[src/rtl/vend_ctrl_pkg.sv]
// Shared definitions for the vending controller: state encodings and coin values.
package vend_ctrl_pkg;

    typedef enum logic [1:0] {
        ST_IDLE     = 2'd0,
        ST_COLLECT  = 2'd1,
        ST_DISPENSE = 2'd2,
        ST_CHANGE   = 2'd3
    } vend_state_e;

    localparam logic [1:0] COIN_HALF = 2'd1;
    localparam logic [1:0] COIN_ONE  = 2'd2;

    // Value of the coins seen in one cycle, in 0.5-yuan units (both at once = 3).
    function automatic logic [1:0] coin_value(input logic half, input logic one);
        logic [1:0] v;
        v = (half ? COIN_HALF : 2'd0) | (one ? COIN_ONE : 2'd0);
        return v;
    endfunction

endpackage

[src/rtl/vend_ctrl_idle_timer.sv]
// Idle-cycle counter: counts enabled cycles since the last clear and flags the
// cycle in which TIMEOUT-1 idle cycles have already elapsed.
module vend_idle_timer #(
    parameter int TIMEOUT = 100
) (
    input  logic clk,
    input  logic rst_n,
    input  logic clear_i,
    input  logic enable_i,
    output logic expire_o
);

    localparam int CNT_W = $clog2(TIMEOUT);
    localparam logic [CNT_W-1:0] LAST = CNT_W'(TIMEOUT - 1);

    logic [CNT_W-1:0] cnt_q;
    logic [CNT_W-1:0] cnt_d;

    assign expire_o = enable_i && (cnt_q == LAST);

    // Holds at LAST so the count can never wrap if the owner lingers.
    always_comb begin
        cnt_d = cnt_q;
        if (clear_i) begin
            cnt_d = '0;
        end else if (enable_i && (cnt_q != LAST)) begin
            cnt_d = cnt_q + CNT_W'(1);
        end
    end

    always_ff @(posedge clk) begin
        if (!rst_n) begin
            cnt_q <= '0;
        end else begin
            cnt_q <= cnt_d;
        end
    end

endmodule

[src/rtl/vend_ctrl.sv]
// Multi-coin vending controller: tracks credit and stock, runs the dispense
// req/ack handshake and pays change or refunds as one pulse per 0.5-yuan unit.
module vend_ctrl
    import vend_ctrl_pkg::*;
#(
    parameter int PRICE      = 5,
    parameter int STOCK_INIT = 8,
    parameter int TIMEOUT    = 100,
    parameter int CREDIT_W   = 4
) (
    input  logic clk,
    input  logic rst_n,
    input  logic pi_money_half,
    input  logic pi_money_one,
    input  logic pi_cancel,
    input  logic pi_refill,
    input  logic disp_ack,
    output logic po_cola,
    output logic po_change,
    output logic po_empty,
    output logic po_busy
);

    localparam int STOCK_W = 4;
    localparam logic [CREDIT_W-1:0] PRICE_C      = CREDIT_W'(PRICE);
    localparam logic [STOCK_W-1:0]  STOCK_INIT_C = STOCK_W'(STOCK_INIT);

    vend_state_e         state_q, state_d;
    logic [CREDIT_W-1:0] credit_q, credit_d;
    logic [STOCK_W-1:0]  stock_q, stock_d;
    logic                cola_q, change_q, empty_q, busy_q;

    logic [1:0]          coin_val;
    logic                coin_ok;
    logic [CREDIT_W-1:0] coin_ext;
    logic [CREDIT_W-1:0] credit_sum;
    logic                timer_clear;
    logic                timer_en;
    logic                timer_expire;

    assign coin_val   = coin_value(pi_money_half, pi_money_one);
    assign coin_ok    = !busy_q && (coin_val != 2'd0);
    assign coin_ext   = CREDIT_W'(coin_val);
    assign credit_sum = coin_ok ? (credit_q + coin_ext) : credit_q;

    // The timer only runs in COLLECT; any accepted coin restarts it.
    assign timer_en    = (state_q == ST_COLLECT);
    assign timer_clear = !timer_en || coin_ok;

    vend_idle_timer #(
        .TIMEOUT (TIMEOUT)
    ) u_idle_timer (
        .clk      (clk),
        .rst_n    (rst_n),
        .clear_i  (timer_clear),
        .enable_i (timer_en),
        .expire_o (timer_expire)
    );

    always_comb begin
        state_d  = state_q;
        credit_d = credit_q;
        stock_d  = stock_q;
        case (state_q)
            ST_IDLE: begin
                if (pi_refill) begin
                    stock_d = STOCK_INIT_C;
                end
                if (coin_ok) begin
                    credit_d = coin_ext;
                    state_d  = (coin_ext >= PRICE_C) ? ST_DISPENSE : ST_COLLECT;
                end
            end
            ST_COLLECT: begin
                credit_d = credit_sum;
                // A cancel wins over reaching the price: the user asked for the money back.
                if (pi_cancel) begin
                    state_d = ST_CHANGE;
                end else if (credit_sum >= PRICE_C) begin
                    state_d = ST_DISPENSE;
                end else if (!coin_ok && timer_expire) begin
                    state_d = ST_CHANGE;
                end
            end
            ST_DISPENSE: begin
                if (disp_ack) begin
                    stock_d  = stock_q - STOCK_W'(1);
                    credit_d = credit_q - PRICE_C;
                    state_d  = (credit_q != PRICE_C) ? ST_CHANGE : ST_IDLE;
                end
            end
            ST_CHANGE: begin
                if (credit_q != '0) begin
                    credit_d = credit_q - CREDIT_W'(1);
                end
                if (credit_q <= CREDIT_W'(1)) begin
                    state_d = ST_IDLE;
                end
            end
            default: begin
                state_d  = ST_IDLE;
                credit_d = '0;
            end
        endcase
    end

    // Outputs are registered from the next state so they line up with state_q.
    always_ff @(posedge clk) begin
        if (!rst_n) begin
            state_q  <= ST_IDLE;
            credit_q <= '0;
            stock_q  <= STOCK_INIT_C;
            cola_q   <= 1'b0;
            change_q <= 1'b0;
            empty_q  <= (STOCK_INIT == 0);
            busy_q   <= (STOCK_INIT == 0);
        end else begin
            state_q  <= state_d;
            credit_q <= credit_d;
            stock_q  <= stock_d;
            cola_q   <= (state_d == ST_DISPENSE);
            change_q <= (state_d == ST_CHANGE);
            empty_q  <= (stock_d == '0);
            busy_q   <= (state_d == ST_DISPENSE) || (state_d == ST_CHANGE) || (stock_d == '0);
        end
    end

    assign po_cola   = cola_q;
    assign po_change = change_q;
    assign po_empty  = empty_q;
    assign po_busy   = busy_q;

endmodule
[config.mk]
export PLATFORM = sky130hd
export DESIGN_NAME = vend_ctrl
export DESIGN_NICKNAME = d
export VERILOG_FILES = /design/src/rtl/vend_ctrl_pkg.sv /design/src/rtl/vend_ctrl_idle_timer.sv /design/src/rtl/vend_ctrl.sv
export SDC_FILE = /design/constraint.sdc
export NUM_CORES = 1
export LEC_CHECK = 0
export CAP_MARGIN = 10
export CORE_MARGIN = 1
export CORE_UTILIZATION = 60
export CTS_CLUSTER_SIZE = 28
export DETAILED_ROUTE_END_ITERATION = 10
export GPL_TIMING_DRIVEN = 0
export PLACE_DENSITY = 0.82
export SLEW_MARGIN = 20
export SYNTH_ARGS = -nofsm -noshare
export SYNTH_HDL_FRONTEND = slang
export SYNTH_SLANG_ARGS = --single-unit
[constraint.sdc]
create_clock -name clk -period 5.8 [get_ports clk]
set_clock_uncertainty 0.1 [all_clocks]
set_input_delay 0.58 -clock clk [delete_from_list [all_inputs] [get_ports clk]]
set_output_delay 0.58 -clock clk [all_outputs]
set_load 0.02 [all_outputs]
## After elaboration in Yosys (flattened, before gate mapping)

Index checks and enable logic that the tools add are counted.

- Register bits after elaboration: 21
- Output and inout port bits: 4
- Word-level logic and storage cells: 64

- Bitwise operators: 2
- Reductions and logical operators: 16
- $add $sub $neg: 5
- Multiplexer cells: 19
- Order comparisons: 3
- Eq/ne operators: 11

Operator list:

| cell | count |
|---|---|
| $mux W4 | 6 |
| $mux W2 | 9 |
| $pmux W4 S4 | 1 |
| $eq A2 B2 Y1 const B | 4 |
| $pmux W2 S4 | 1 |
| $pmux W4 S2 | 1 |
| $sub A4 B1 Y4 const B | 2 |
| $add A7 B1 Y7 const B | 1 |
| $eq A7 B7 Y1 const B | 1 |
| $ne A7 B7 Y1 const B | 1 |
| $ne A2 B2 Y1 const B | 3 |
| $add A4 B2 Y4 | 1 |
| $ge A4 B3 Y1 const B | 1 |
| $le A4 B1 Y1 const B | 1 |
| $logic_and A1 B1 Y1 | 4 |
| $logic_not A4 Y1 | 1 |
| $ne A4 B3 Y1 const B | 1 |
| $reduce_bool A4 Y1 | 1 |
| $sub A4 B3 Y4 const B | 1 |
| $ge A2 B3 Y1 const B | 1 |
| $logic_not A1 Y1 | 3 |
| $logic_or A1 B1 Y1 | 3 |
| $reduce_and A3 Y1 | 1 |
| $eq A2 B1 Y1 const B | 1 |
| 6 further kinds | 6 |

## Logic depth before layout (Yosys ltp)

Gate-level depths: netlist of run 1.

- Word-level depth: 13
- Gate-level depth with buffers: 7

## Modules after synthesis

Synthesis of run 1 repeated with hierarchy kept, for this count alone.

- Cells, all modules: 160
- Area total of the unflattened synthesis: 1441.4 µm²

Modules (own cells, without submodules):

| module | seq. area each (µm²) | times used | cells each | area each (µm²) |
|---|---|---|---|---|
| vend_ctrl | 280.3 | 1 | 120 | 1073.5 |
| vend_idle_timer | 140.1 | 1 | 40 | 367.9 |

## Worst setup path before layout of run 1

OpenSTA, ideal clock, no wires.

- Kind: input to register
- Start: input port pi_money_half
- End: register state_q[0]
- Setup slack: 3493 ps
- Stages: 6
- Library setup time: 116 ps
- Arrival time: 2092 ps
- Cell sequence: ha_1 -> fa_1 -> nor2_1 -> or3_4 -> a31oi_1 -> and3b_1

- Word-level cells in the longest chain between the ends: 10
- Elaborated cells on any way between the ends: 16
- Classes of those cells: add/sub: 1; order compare: 2; mux: 8; bitwise: 1; reduce/logical: 4

RTL lines:

| item | RTL line | source |
|---|---|---|
| start, declared | vend_ctrl.sv:13 | `input logic pi_money_half,` |
| $mux W1 (*) | vend_ctrl_pkg.sv:17 | `v = (half ? COIN_HALF : 2'd0) \| (one ? COIN_ONE : 2'd0);` |
| $or A1 B2 Y2 (*) | vend_ctrl_pkg.sv:17 |  |
| branches (longest 7 deep; another with $add A4 B2 Y4) | - |  |
| $pmux W2 S4 (*) | vend_ctrl.sv:64 | `case (state_q)` |
| end signal, assigned | vend_ctrl.sv:118 | `state_q <= state_d;` |
| end, declared | vend_ctrl.sv:28 | `vend_state_e state_q, state_d;` |

Every way passes the cells marked *.
A chain may end at the register's enable or synchronous reset.

## Worst setup path in the final report of run 1

- Start: input port pi_money_half
- End: register change_q, in the netlist po_change

- Word-level cells in the longest chain between the ends: 11
- Elaborated cells on any way between the ends: 17
- Classes of those cells: add/sub: 1; order compare: 2; eq/ne: 1; mux: 8; bitwise: 1; reduce/logical: 4

RTL lines:

| item | RTL line | source |
|---|---|---|
| $mux W1 (*) | vend_ctrl_pkg.sv:17 |  |
| $or A1 B2 Y2 (*) | vend_ctrl_pkg.sv:17 |  |
| branches (longest 7 deep; another with $add A4 B2 Y4) | - |  |
| $pmux W2 S4 (*) | vend_ctrl.sv:64 |  |
| $eq A2 B2 Y1 (*) | vend_ctrl.sv:122 | `change_q <= (state_d == ST_CHANGE);` |
| end signal, assigned | vend_ctrl.sv:122 |  |
| end, declared | vend_ctrl.sv:31 | `logic cola_q, change_q, empty_q, busy_q;` |

Marks and branches as above.

==> reports/metrics.cfg, run 1 <==
[outcome]
status = finished clean

[worst_setup_path]
timing_worst_setup_path_type = in -> reg
reg2reg_depth = 7
critPathArrivalTime_ns = 2.91
startpoint_type = input pin
r2r-start = credit_q[0]
worstPathMaxFanout = 5
path_cells = clkdlybuf4s50_1 -> ha_1 -> fa_1 -> nor2_1 -> nor3_1 -> o21ai_0 -> a31oi_1 -> nor4b_2
r2r_slack_ns = 3.43
cp_slowest_stage_delay_ns = 0.59
worstPathRequired_ns = 5.94
critPathSlowestCell = clkdlybuf4s50_1
end_kind = register
r2r-end = po_change

[cts]
clk_latency_ns = 0.32
cts-root-buf = clkbuf_4
h-tree-depth = 1
cts_hold_buf = 0
cts_tree = built
clk_pin_slew_worst_paths_ns = 0.12
cts_buffers = 3
clock_sinks = 21
post-cts-setup-buffers = 0
cts_buffer_depth = 2
cts_resized = 0

[sta]
hold_viol = 0
period_share_pct = 47.74
rsz0062_at_grt = false
slew_viol_final = 0
fin_crit_ns = 2.769
report.final.setup_viol = 0
worst_slew_pin_slew_ns = 0.4963
relSlewSlack_pct = 66.92
fin_setup_tns_ns = 0
fmax_mhz = 361.1

[worst_hold_path]
hp-start = u_idle_timer.cnt_q[6]
hold_path.class = reg -> reg
holdPathStages = 2
hold_end = u_idle_timer.cnt_q[6]

[cells_and_area]
antennaDiodeCount = 0
layout-drive-gt1-share_pct = 15.24
final_area_sq_um = 1495
layout_common_cells = dfxtp_1, nor2_1, nand2_1, clkdlybuf4s50_1, o21ai_0
layout_commonest_cell = dfxtp_1
final_nets = 179
syn_to_final_growth_pct = 12.10

[synth]
synth.cell_area_sq_um = 1334
async_flop_share_pct = 0
synthCells = 150
synth_edf_count = 0
ys_seq_elements = 21
synthFlopType = dfxtp_1
ys_seq_area_share_pct = 31.52
synth_nets = 164
synth.distinct_cells = 52
syn_avg_cell_area_sq_um = 8.892
yosys_warnings = 0

[floorplan]
ioPinCount = 11
fp.dieArea_sq_um = 2416
die_h_um = 49.15
fp.dieW_um = 49.15
num_rows = 16
initial_core_util_pct = 65.97
core-area_sq_um = 2022

[global_route]
grt_util_met1_pct = 34.64
grt.overflow.total = 0
grt_max_degree = 13
grt_pass1_wl_mm = 4.981
grtUsageTotal_pct = 27.37
grt_pass1_vias = 1110
grtUsageMet2_pct = 44.52
grt_antenna_before_repair = 0
use_met3_pct = 4.361
grt-busiest-layer = met2

[detailed_routing]
routed_via_density = 6.079
drc = 0
ant_nets = 0
firstDrtPassIters = 4
dr_total_vias = 1161
wl_per_cell_um = 14.99
drtIter0Drc = 27
wl_mm = 2.864

[placement]
numPortBuffers = 10
place_area_sq_um = 1468
gp_congestion = 0.8823
hpwl_mm = 2.185

[power_and_ir_drop]
vdd_drop_max_mv = 0.2169
power_density_nw_per_um2 = 338.6
power_leakage_uw = 0.0005577

[flow_run]
maxCapViolations = 0

-- through the flow --
stage / setup slack, ns / cells / total power (uW) / hold WS, ns / utilization, %
after floorplan: 3.493 / 150 / 369.2 / 0.3583 / -
after global placement: 2.867 / 187 / 419.0 / 0.3766 / 72.59
after detailed placement: 2.726 / 187 / 429.7 / 0.3805 / 72.59
after CTS: 3.045 / 191 / 503.9 / 0.3982 / 73.95
after global routing: 2.819 / 191 / 543.4 / 0.4447 / 73.95
final: 3.031 / 191 / 506.2 / 0.4005 / 73.95
-- worst max-delay path by stage --
| stage | startpoint | endpoint | slack (ns) | depth (start not counted) |
|---|---|---|---|---|
| after floorplan | pi_money_half | state_q[0] | 3.49 | 6 |
| after global placement | pi_money_half | po_change | 2.87 | 8 |
| after detailed placement | pi_money_half | po_change | 2.73 | 8 |
| after CTS | pi_money_half | po_change | 3.05 | 8 |
| after global routing | pi_money_half | po_change | 2.82 | 8 |
| final | pi_money_half | po_change | 3.03 | 8 |
-- worst max-delay path, delay by kind of cell --
family / cells / cell delay [ns]
and+or+nand+nor: 3 / 0.50
AOI/OAI and AO/OA: 2 / 0.55
buffers and inverters: 1 / 0.59
adders and majority gates: 2 / 0.69
-- cell type report --
type | instances | area (sq um)
Buffer | 7 | 32.53
Clock inverter | 1 | 5.005
Tap cell | 27 | 33.78
Inverter | 6 | 22.52
Clock buffer | 3 | 22.52
Sequential cell | 21 | 420.4
Multi-Input combinational cell | 116 | 858.3
Timing Repair Buffer | 10 | 100.1
Fill cell | 170 | 526.8
-- power breakdown --
| part | internal [uW] | switching, uW |
|---|---|---|
| sequential | 162 | 16.6 |
| clock | 25.8 | 49.8 |
| combinational | 112 | 140 |
| total | 300 | 206 |
-- state kept, by name, indices dropped and copies added, names as in the netlist --
signal,cells
u_idle_timer.cnt_q,7
credit_q,4
stock_q,4
state_q,2
po_busy,1
po_change,1
po_cola,1
po_empty,1
-- cell families after synthesis --
| kind of cell | count (synthesis) | synth area share, % |
|---|---|---|
| multiplexers | 3 | 2.626 |
| buffers and inverters | 13 | 4.127 |
| adder cells (fa/ha/maj) | 7 | 7.129 |
| flip-flops | 21 | 31.52 |
| AO/OA/AOI/OAI | 39 | 22.05 |
| AND/OR/NAND/NOR | 56 | 24.77 |
| XOR/XNOR | 11 | 7.786 |
-- synth_stat cells, drive strengths merged, types with 3 or more instances --
cell / n / area [sq um]
xor2: 6 / 52.55
dfxtp: 21 / 420.4
nand2: 11 / 41.29
a21oi: 7 / 35.03
inv: 6 / 22.52
nand3b: 3 / 22.52
o21ai: 8 / 40.04
buf: 5 / 25.02
a22o: 3 / 26.28
ha: 6 / 75.07
o22ai: 4 / 31.28
and2: 3 / 20.02
or3: 3 / 28.78
nor2: 14 / 55.06
xnor2: 5 / 51.30
nand2b: 3 / 18.77
nand3: 6 / 30.03
-- routing by layer --
| metal | share of wire, % | routed length (um) | up-vias |
|---|---|---|---|
| met3 | 3.2 | 91 | 7 |
| met1 | 45 | 1286 | 560 |
| met5 | 0 | 0 | - |
| li1 | - | - | 572 |
| met4 | 2.3 | 65 | 0 |
| met2 | 50 | 1420 | 22 |
(Power assumes the default switching activity.)
==> run 2, diff against run 1 <==
--- a/config.mk
+++ b/config.mk
@@ -7,11 +7,11 @@
 export LEC_CHECK = 0
 export CAP_MARGIN = 10
 export CORE_MARGIN = 1
-export CORE_UTILIZATION = 60
+export CORE_UTILIZATION = 57
 export CTS_CLUSTER_SIZE = 28
 export DETAILED_ROUTE_END_ITERATION = 10
 export GPL_TIMING_DRIVEN = 0
-export PLACE_DENSITY = 0.82
+export PLACE_DENSITY = 0.79
 export SLEW_MARGIN = 20
 export SYNTH_ARGS = -nofsm -noshare
 export SYNTH_HDL_FRONTEND = slang
==> constraint.sdc (replaced) <==
create_clock -name clk -period 2.9 [get_ports clk]
set_clock_uncertainty 0.1 [all_clocks]
set_input_delay 0.29 -clock clk [delete_from_list [all_inputs] [get_ports clk]]
set_output_delay 0.29 -clock clk [all_outputs]
set_load 0.02 [all_outputs]
==> run 2 against run 1 <==
Net effect: setup slack got worse by 2.5 ns; clock power increased by 98%; sequential share of layout area about the same; sequential power increased by 99%; highest routed layer unchanged; largest power group unchanged; first-iteration DRC count increased by 59%.
==> reports/metrics.cfg, run 2 (synthesized netlist as in run 1, its figures left out) <==
[cells_and_area]
layout-drive-gt1-share_pct = 15.24  ; unchanged
final_area_sq_um = 1496  ; about the same
regMostFlops = u_idle_timer.cnt_q
layout_common_cells = dfxtp_1, nor2_1, nand2_1, clkdlybuf4s50_1, o21ai_0
final_cells = 192  ; +0.52%
layout_commonest_cell = dfxtp_1
syn_to_final_growth_pct = 12.20  ; about the same
antennaDiodeCount = 0  ; unchanged
largest_reg_flops = 7  ; unchanged
top_regs = u_idle_timer.cnt_q: 7 flops, credit_q: 4 flops, stock_q: 4 flops
final_nets = 179  ; unchanged

[global_route]
grt_pass1_vias = 1175  ; +5.9%
grtUsageTotal_pct = 27.27  ; -0.10 points
grt_max_degree = 13  ; unchanged
grt.overflow.total = 0  ; unchanged
grt_pass1_wl_mm = 5.195  ; +4.3%
grt_antenna_before_repair = 0  ; unchanged

[detailed_routing]
dr_total_vias = 1179  ; +1.6%
wl_per_cell_um = 15.76  ; +5.1%
wl_mm = 3.025  ; +5.6%
firstDrtPassIters = 4  ; unchanged
ant_nets = 0  ; unchanged
routed_via_density = 6.141  ; +1.0%
drc = 0  ; unchanged
drtIter0Drc = 43  ; +59%

[placement]
numPortBuffers = 10  ; unchanged
gp_congestion = 0.8183  ; -7.3%
hpwl_mm = 2.233  ; +2.2%
place_inst = 188  ; +0.53%
place_area_sq_um = 1469  ; about the same

[power_and_ir_drop]
vdd_drop_max_mv = 0.3952  ; +82%
power_density_nw_per_um2 = 677.8  ; +100%
power_leakage_uw = 0.0005577  ; unchanged

[floorplan]
ioPinCount = 11  ; unchanged
num_rows = 17  ; +1
die_h_um = 50.38  ; +2.5%
initial_core_util_pct = 60.29  ; -5.7 points
fp.dieW_um = 50.38  ; +2.5%
fp.dieArea_sq_um = 2538  ; +5.0%
core-area_sq_um = 2212  ; +9.4%

[sta]
report.final.setup_viol = 0  ; unchanged
fin_setup_tns_ns = 0  ; unchanged
worst_slew_pin_slew_ns = 0.5100  ; +0.01369 ns
rsz0062_at_grt = false
period_share_pct = 83.39
slew_viol_final = 0  ; unchanged
fin_crit_ns = 2.418
hold_ws_ns = 0.4280  ; +0.02746 ns
hold_viol = 0  ; unchanged
relSlewSlack_pct = 66.00  ; -0.91 points
fmax_mhz = 413.5

[cts]
cts_buffer_depth = 2  ; unchanged
clk_latency_ns = 0.32  ; about the same
cts-root-buf = clkbuf_4
h-tree-depth = 1  ; unchanged
cts_resized = 0  ; unchanged
clk_pin_slew_worst_paths_ns = 0.12  ; about the same
cts_hold_buf = 0  ; unchanged
cts_tree = built
clock_sinks = 21  ; unchanged
cts_buffers = 3  ; unchanged
post-cts-setup-buffers = 0  ; unchanged

[outcome]
status = finished clean

[worst_setup_path]
critPathArrivalTime_ns = 2.55  ; -0.36 ns
startpoint_type = input pin
worstPathRequired_ns = 3.03  ; -2.91 ns
worstPathMaxFanout = 5  ; unchanged
r2r_slack_ns = 0.59  ; -2.84 ns
end_kind = register
timing_worst_setup_path_type = in -> reg

[worst_hold_path]
hold_path.class = reg -> reg

[flow_run]
maxCapViolations = 0  ; unchanged

==> run 2: layout make-up <==
| cell class | count | area, sq um |
|---|---|---|
| multi-input cells | 116 | 858.3 |
| fillers | 195 | 715.7 |
| flip-flops and latches | 21 | 420.4 |
| repair buffers | 10 | 100.1 |
| well taps | 28 | 35.03 |
| plain buffers | 7 | 32.53 |
| clock buffers | 3 | 22.52 |
| inverters | 6 | 22.52 |
| clock inverters | 1 | 5.005 |
==> run 2: where the power goes <==
group          leakage (uW)  switching [uW]  total [uW]  internal (uW)
combinational      0.000369             285         509            224
sequential         0.000171            31.5         355            324
clock             0.0000177            98.2         150           51.7
==> run 2: worst paths after layout <==
path,startpoint,to,depth (start not counted)
max reg2reg,credit_q[0],po_change,7
min reg2reg,u_idle_timer.cnt_q[6],u_idle_timer.cnt_q[6],2
max,pi_money_half,po_change,8
min,u_idle_timer.cnt_q[6],u_idle_timer.cnt_q[6],2
==> run 2: metrics by stage <==
step,utilization (%),power [uW],setup WS (ns)
after detailed placement,66.40,860.5,0.2077
after CTS,67.65,1007,0.5313
final,67.65,1014,0.4818
after global routing,67.65,1082,0.3228
after floorplan,-,738.5,0.8403
after global placement,66.40,840.1,0.2662
==> run 2: layer usage <==
layer  global-route usage, %  up-vias  routed length, um
met3                   2.727        4                149
met2                   47.11       41               1475
met4                   12.50        0                 43
li1                        -      577                  -
met1                   33.83      557               1356
met5                       0        -                  0
==> run 2: worst max-delay path, cell delays in order <==
cell and delay, ns:
clkdlybuf4s50_1 0.57, ha_1 0.23, fa_1 0.43, nor2_1 0.18, nor3_1 0.06, o21ai_0 0.31, a31oi_1 0.19, nor4b_2 0.29
==> run 3, diff against run 2 <==
--- a/config.mk
+++ b/config.mk
@@ -6,12 +6,13 @@
 export NUM_CORES = 1
 export LEC_CHECK = 0
 export CAP_MARGIN = 10
+export CORE_ASPECT_RATIO = 2
 export CORE_MARGIN = 1
-export CORE_UTILIZATION = 57
+export CORE_UTILIZATION = 51
 export CTS_CLUSTER_SIZE = 28
 export DETAILED_ROUTE_END_ITERATION = 10
 export GPL_TIMING_DRIVEN = 0
-export PLACE_DENSITY = 0.79
+export PLACE_DENSITY = 0.74
 export SLEW_MARGIN = 20
 export SYNTH_ARGS = -nofsm -noshare
 export SYNTH_HDL_FRONTEND = slang
==> constraint.sdc (replaced) <==
create_clock -name clk -period 2.2 [get_ports clk]
set_clock_uncertainty 0.1 [all_clocks]
set_input_delay 0.22 -clock clk [delete_from_list [all_inputs] [get_ports clk]]
set_output_delay 0.22 -clock clk [all_outputs]
set_load 0.02 [all_outputs]
==> run 3 against run 2 <==
Net effect: utilization shrank 3.7 points; cell count decreased by 0.52%; via count down 0.25%; global-route usage is 2.5 points lower; setup slack lost 0.45 ns; first-iteration DRC count grew 2.3%; sequential share of layout area fell by 0.72 points; critical path depth fell by 2; non-clock buffer count is the same; sequential power increased by 33%; clock power grew 72%; largest power group unchanged; highest routed layer unchanged.
==> reports/metrics.cfg, run 3 (synthesized netlist as in run 1, its figures left out) <==
[placement]
hpwl_mm = 2.392  ; +7.1%
numPortBuffers = 10  ; unchanged
gp_congestion = 0.8192  ; +0.11%
place_area_sq_um = 1468  ; about the same
place_inst = 187  ; -0.53%

[sta]
relSlewSlack_pct = 64.59  ; -1.4 points
hold_viol = 0  ; unchanged
fin_crit_ns = 2.170
fmax_mhz = 460.9
period_share_pct = 98.63
rsz0062_at_grt = true
worst_slew_pin_slew_ns = 0.5312  ; +0.02120 ns
report.final.setup_viol = 0  ; unchanged
slew_viol_final = 0  ; unchanged

[worst_setup_path]
end_kind = register
crit_family = simple AND/OR/NAND/NOR gates
cp_slowest_stage_delay_ns = 0.55  ; -0.02 ns
r2r_slack_ns = 0.03  ; -0.56 ns
path_cells = ha_2 -> fa_1 -> nor2_2 -> or3_4 -> and4_4 -> nor4b_2
r2r-end = po_change
timing_worst_setup_path_type = reg -> reg
worstPathRequired_ns = 2.28  ; -0.75 ns
reg2reg_depth = 6  ; -1
critPathArrivalTime_ns = 2.25  ; -0.30 ns
r2r-start = credit_q[0]
critPathSlowestCell = fa_1
startpoint_type = register
path_buf_inv = 0  ; -1
worstPathMaxFanout = 6  ; +1

[detailed_routing]
wl_per_cell_um = 15.91  ; +0.99%
drtIter0Drc = 44  ; +2.3%
routed_via_density = 6.157  ; +0.27%
wl_mm = 3.039  ; +0.46%
firstDrtPassIters = 4  ; unchanged
dr_total_vias = 1176  ; -0.25%
drc = 0  ; unchanged
ant_nets = 0  ; unchanged

[worst_hold_path]
hold_end = u_idle_timer.cnt_q[6]
hp-start = u_idle_timer.cnt_q[6]
holdPathStages = 2  ; unchanged
hold_path.class = reg -> reg

[power_and_ir_drop]
vdd_drop_max_mv = 0.5048  ; +28%
power_frac_comb_pct = 48.3  ; -1.9 points
power.switching_uw = 557.9  ; +34%
p_sw_share_pct = 39.46  ; -1.4 points
p_seq_share_pct = 33.5  ; -1.5 points
clockPowerShare_pct = 18.2  ; +3.4 points
power_leakage_uw = 0.0005750  ; +3.1%
intPower_uw = 856.0  ; +43%
power_density_nw_per_um2 = 918.0  ; +35%

[cells_and_area]
top_regs = u_idle_timer.cnt_q: 7 flops, credit_q: 4 flops, stock_q: 4 flops
regMostFlops = u_idle_timer.cnt_q
final_util_pct = 63.95  ; -3.7 points
final_nets = 179  ; unchanged
layout_common_cells = dfxtp_1, nor2_1, nand2_1, clkdlybuf4s50_1
largest_reg_flops = 7  ; unchanged
syn_to_final_growth_pct = 15.48
layout-drive-gt1-share_pct = 18.29  ; +3.0 points
final_area_sq_um = 1540  ; +2.9%
final_cells = 191  ; -0.52%
layout_commonest_cell = dfxtp_1
antennaDiodeCount = 0  ; unchanged

[cts]
cts_hold_buf = 0  ; unchanged
clk_pin_slew_worst_paths_ns = 0.08  ; -0.04 ns
h-tree-depth = 1  ; unchanged
cts-root-buf = clkbuf_8
clk_latency_ns = 0.27  ; -0.05 ns
cts_tree = built
clock_sinks = 21  ; unchanged
cts_buffer_depth = 2  ; unchanged
cts_buffers = 3  ; unchanged

[global_route]
grt_pass1_wl_mm = 5.071  ; -2.4%
grtUsageTotal_pct = 24.78  ; -2.5 points
grt_pass1_vias = 1213  ; +3.2%
grt_max_degree = 13  ; unchanged
grt_antenna_before_repair = 0  ; unchanged
grt.overflow.total = 0  ; unchanged

[floorplan]
core-area_sq_um = 2409  ; +8.9%
die_h_um = 74.32  ; +48%
initial_core_util_pct = 55.38  ; -4.9 points
fp.dieArea_sq_um = 2836  ; +12%
ioPinCount = 11  ; unchanged
fp.dieW_um = 38.16  ; -24%
num_rows = 25  ; +8

[flow_run]
maxCapViolations = 0  ; unchanged

[outcome]
status = finished clean

run 3: area by class of cell:
class | instances | area [sq um]
multi-input combinational | 116 | 882.1
fill | 211 | 868.3
sequential | 21 | 421.7
timing repair buffer | 10 | 101.3
clock buffer | 3 | 41.29
tap | 27 | 33.78
buffer | 7 | 32.53
inverter | 6 | 22.52
clock inverter | 1 | 5.005
run 3: worst max path at each step:
stage / start / endpoint / slack [ns] / cells after the start
floorplan: credit_q[0] / state_q[0] / 0.14 / 6
global placement: pi_money_half / po_change / -0.41 / 8
detailed placement: pi_money_half / po_change / -0.50 / 8
CTS: credit_q[0] / po_change / 0.03 / 7
global route: credit_q[0] / po_change / -0.03 / 6
finish: credit_q[0] / po_change / 0.03 / 6
run 3: power by group through the flow:
| stage | sequential [uW] | combinational, uW | clock (uW) |
|---|---|---|---|
| after global routing | 480 | 748 | 277 |
| after CTS | 475 | 667 | 263 |
| after global placement | 480 | 632 | 0 |
| after detailed placement | 481 | 654 | 0 |
| after floorplan | 484 | 489 | 0 |
| final | 473 | 683 | 258 |
run 3: metrics by stage:
stage	setup WS [ns]	hold WS [ns]	setup TNS, ns	total power [uW]
finish	0.03020	0.4109	0	1414
floorplan	0.1403	0.2703	0	973.4
global placement	-0.4067	0.3833	-1.770	1111
CTS	0.02638	0.4066	0	1404
global route	-0.02695	0.4709	-0.04173	1504
detailed placement	-0.4963	0.3955	-2.081	1135
run 3: timing repair:
item                       in CTS  in global routing
pin swaps                       1                  2
gates resized for setup         5                  4
setup endpoints to repair       5                  4
setup buffers                   0                  0
run 3: tightest hold or removal path: cells and delay by family (launching register included):
kind / cells / cell delay [ns]
DFF: 1 / 0.32
AOI/OAI and AO/OA: 2 / 0.14
run 3: per-layer routing:
layer	track usage [%]	wire, um	part of all wire, %
met5	0	0	0
met4	12.70	77	2.5
met3	3.582	90	3.0
met2	46.70	1755	58
met1	24.20	1115	37
==> RTL change (settings of run 3) <==
`TIMEOUT` is set to 100 in 2 places; all go to 50.
--- a/src/rtl/vend_ctrl_idle_timer.sv
+++ b/src/rtl/vend_ctrl_idle_timer.sv
@@ -1,7 +1,7 @@
 // Idle-cycle counter: counts enabled cycles since the last clear and flags the
 // cycle in which TIMEOUT-1 idle cycles have already elapsed.
 module vend_idle_timer #(
-    parameter int TIMEOUT = 100
+    parameter int TIMEOUT = 50
 ) (
     input  logic clk,
     input  logic rst_n,
--- a/src/rtl/vend_ctrl.sv
+++ b/src/rtl/vend_ctrl.sv
@@ -5,7 +5,7 @@
 #(
     parameter int PRICE      = 5,
     parameter int STOCK_INIT = 8,
-    parameter int TIMEOUT    = 100,
+    parameter int TIMEOUT    = 50,
     parameter int CREDIT_W   = 4
 ) (
     input  logic clk,
Behaviour: same outputs for any inputs over 10 cycles, from zero or initial values and one cycle with rst_n low; that may be too few to reach the edited logic, so the function may still have changed.
==> RTL change against run 3 <==
  * Total power down 7.4%
  * Worst setup slack better by 18 ps
  * Final area down 2.5%
  * Area after synthesis down 6.6%
  * Sequential cell count down 1
  * Count of clock-buffer cells in the layout unchanged
  * Routed wire length up 0.79%
  * Largest cell class unchanged
  * Highest routed layer unchanged
==> RTL change: results (changes against run 3) <==
.. list-table::
   :header-rows: 1

   * - Metric
     - Value
   * - Count of nets after finishing
     - 186 (+3.9%)
   * - Cell type contributing the most total cell area after synthesis
     - dfxtp_1
   * - Number of global-route vias before repair
     - 1234 (+1.7%)
   * - Share of flip-flops with an asynchronous set or reset after synthesis
     - 0 (unchanged)
   * - Layout cells sized above 1
     - 0.135 (-0.0476)
   * - GR Layer Usage met1
     - 0.247 (+0.00452)
   * - Number of buffers created by CTS
     - 3 (unchanged)
   * - Post-DR vias/cell
     - 5.93 (-3.6%)
   * - WP data arrival
     - 2200 ps (-50 ps)
   * - Reg-to-reg slack, setup
     - 50 ps (+20 ps)
   * - Top cells by count, synth
     - dfxtp_1, nand2_1, nor2_1
   * - Reg2reg end
     - po_busy
   * - Largest net degree at the start of global routing
     - 13 (unchanged)
   * - Final WL
     - 3.06 mm (+0.79%)
   * - Gp weighted congestion
     - 0.837 (+2.2%)
   * - Port-buffer cells
     - 10 (unchanged)
   * - Mean instance size in the synthesized netlist
     - 8.09 um^2 (-9.0%)
   * - Largest voltage drop on the vdd net
     - 0.628 mV (+24%)
   * - Startpoint of the worst hold path
     - u_idle_timer.cnt_q[5]
   * - Half-perimeter wire length after detailed placement
     - 2.33 mm (-2.6%)
   * - Synthesized Nets
     - 169 (+3.0%)
   * - Outcome
     - finished, final reports clean
   * - Transition at the pin with the smallest max-transition slack
     - 523 ps (-7.83 ps)
   * - Hold-critical path endpoint
     - u_idle_timer.cnt_q[5]
   * - Initial drt markers
     - 27 (-39%)
   * - Worst reg2reg startpoint
     - credit_q[0]
   * - Clock latency of the later-clocked register in the worst-skew pair
     - 260 ps
   * - Inserted Diodes
     - 0 (unchanged)
   * - Number of hold violations in the final report
     - 0 (unchanged)
   * - Combined global-route utilization of all metal layers
     - 0.266 (+0.0187)
   * - Crit Path Max Fanout
     - 5 (-1)
   * - Post-route worst hold slack
     - 400 ps (-10.6 ps)
   * - Largest registers
     - u_idle_timer.cnt_q (6), credit_q (4), stock_q (4)
   * - Area contributors post-synth
     - dfxtp_1, ha_1, xnor2_1, nand2_1, nor2_1
   * - Leakage power of the design
     - 0.560 nW (-2.6%)
   * - Final cell count without fillers
     - 197 (+3.1%)
   * - Met2 Use GR
     - 0.544 (+0.0766)
   * - Yosys Warn Count
     - 0 (unchanged)
   * - Global-route wire length before repair
     - 5.24 mm (+3.3%)
   * - Count of cell types in the netlist
     - 46 (-12%)
   * - Met3 Resource Use GR
     - 0.0245 (-0.0114)
   * - Worst-case reg-to-reg path depth
     - 8 (+2)
   * - Part of the Yosys area used for sequential elements
     - 0.321 (+0.00609)
==> RTL change: cell types whose count changed after synthesis, sizes merged, moves of 3 or more <==
cell,before,now
inv,6,13
and2,3,6
nand2b,3,0
o211ai,1,4
xor2,6,3
==> RTL change: where the power goes <==
part           total [W]  internal [W]  switching (W)
registers       0.000435      0.000399      0.0000362
clock network   0.000364      0.000243       0.000121
logic           0.000510      0.000217       0.000293
==> RTL change: how the worst max path moves through the flow <==
stage / from / to / slack [ps] / cells after the start
detailed placement: pi_money_half / po_busy / -420 / 9
CTS: credit_q[1] / po_busy / 7 / 7
floorplan: credit_q[0] / po_busy / 160 / 8
global route: credit_q[0] / po_busy / -3 / 8
finish: credit_q[0] / po_busy / 50 / 8
global placement: pi_money_half / po_busy / -370 / 9
==> RTL change: kinds of logic (layout without fill, tap and decap cells) <==
logic type	after synthesis	count (layout)	synth area share
AO/OA/AOI/OAI	44	44	0.242
AND/OR/NAND/NOR	54	54	0.223
adder cells (fa/ha/maj)	8	8	0.0863
flip-flops	20	20	0.321
multiplexers	1	1	0.00803
buffers and inverters	18	34	0.0562
XOR/XNOR	9	9	0.0633
==> RTL change: worst max-delay path, stage by stage (launching register included) <==
cell and delay (ps):
dfxtp_4 390, ha_4 140, inv_1 50, fa_2 530
inv_1 50, o221ai_2 180, nand3_2 130, o21ba_4 250
or2_1 230
==> RTL change: timing repair <==
action | 4_1_cts | 5_1_grt
setup buffers | 0 | 2
pin swaps | 0 | 2
setup endpoints to repair | 2 | 3
gates resized for setup | 4 | 9
==> RTL change: area by class of cell <==
type                    count  area, um^2
clock inverters             1        30.0
flip-flops and latches     20         405
clock buffers               3        41.3
plain buffers               5        21.3
repair buffers             12         113
inverters                  13        48.8
well taps                  27        33.8
multi-input cells         116         808
fillers                   200         845
==> RTL change: layer usage <==
metal | up-vias | share of wire
li1 | 583 | -
met1 | 557 | 0.36
met2 | 24 | 0.60
met3 | 5 | 0.025
met4 | 0 | 0.015
met5 | - | 0
==> RTL change: metrics by stage <==
step	util	setup slack [ps]	cell area [um^2]	total power, W
after global placement	0.588	-374	1380	0.000884
after detailed placement	0.588	-418	1380	0.000901
after floorplan	-	163	1250	0.000773
after global routing	0.640	-2.91	1500	0.00139
final	0.640	48.2	1500	0.00131
after CTS	0.619	6.99	1450	0.00127
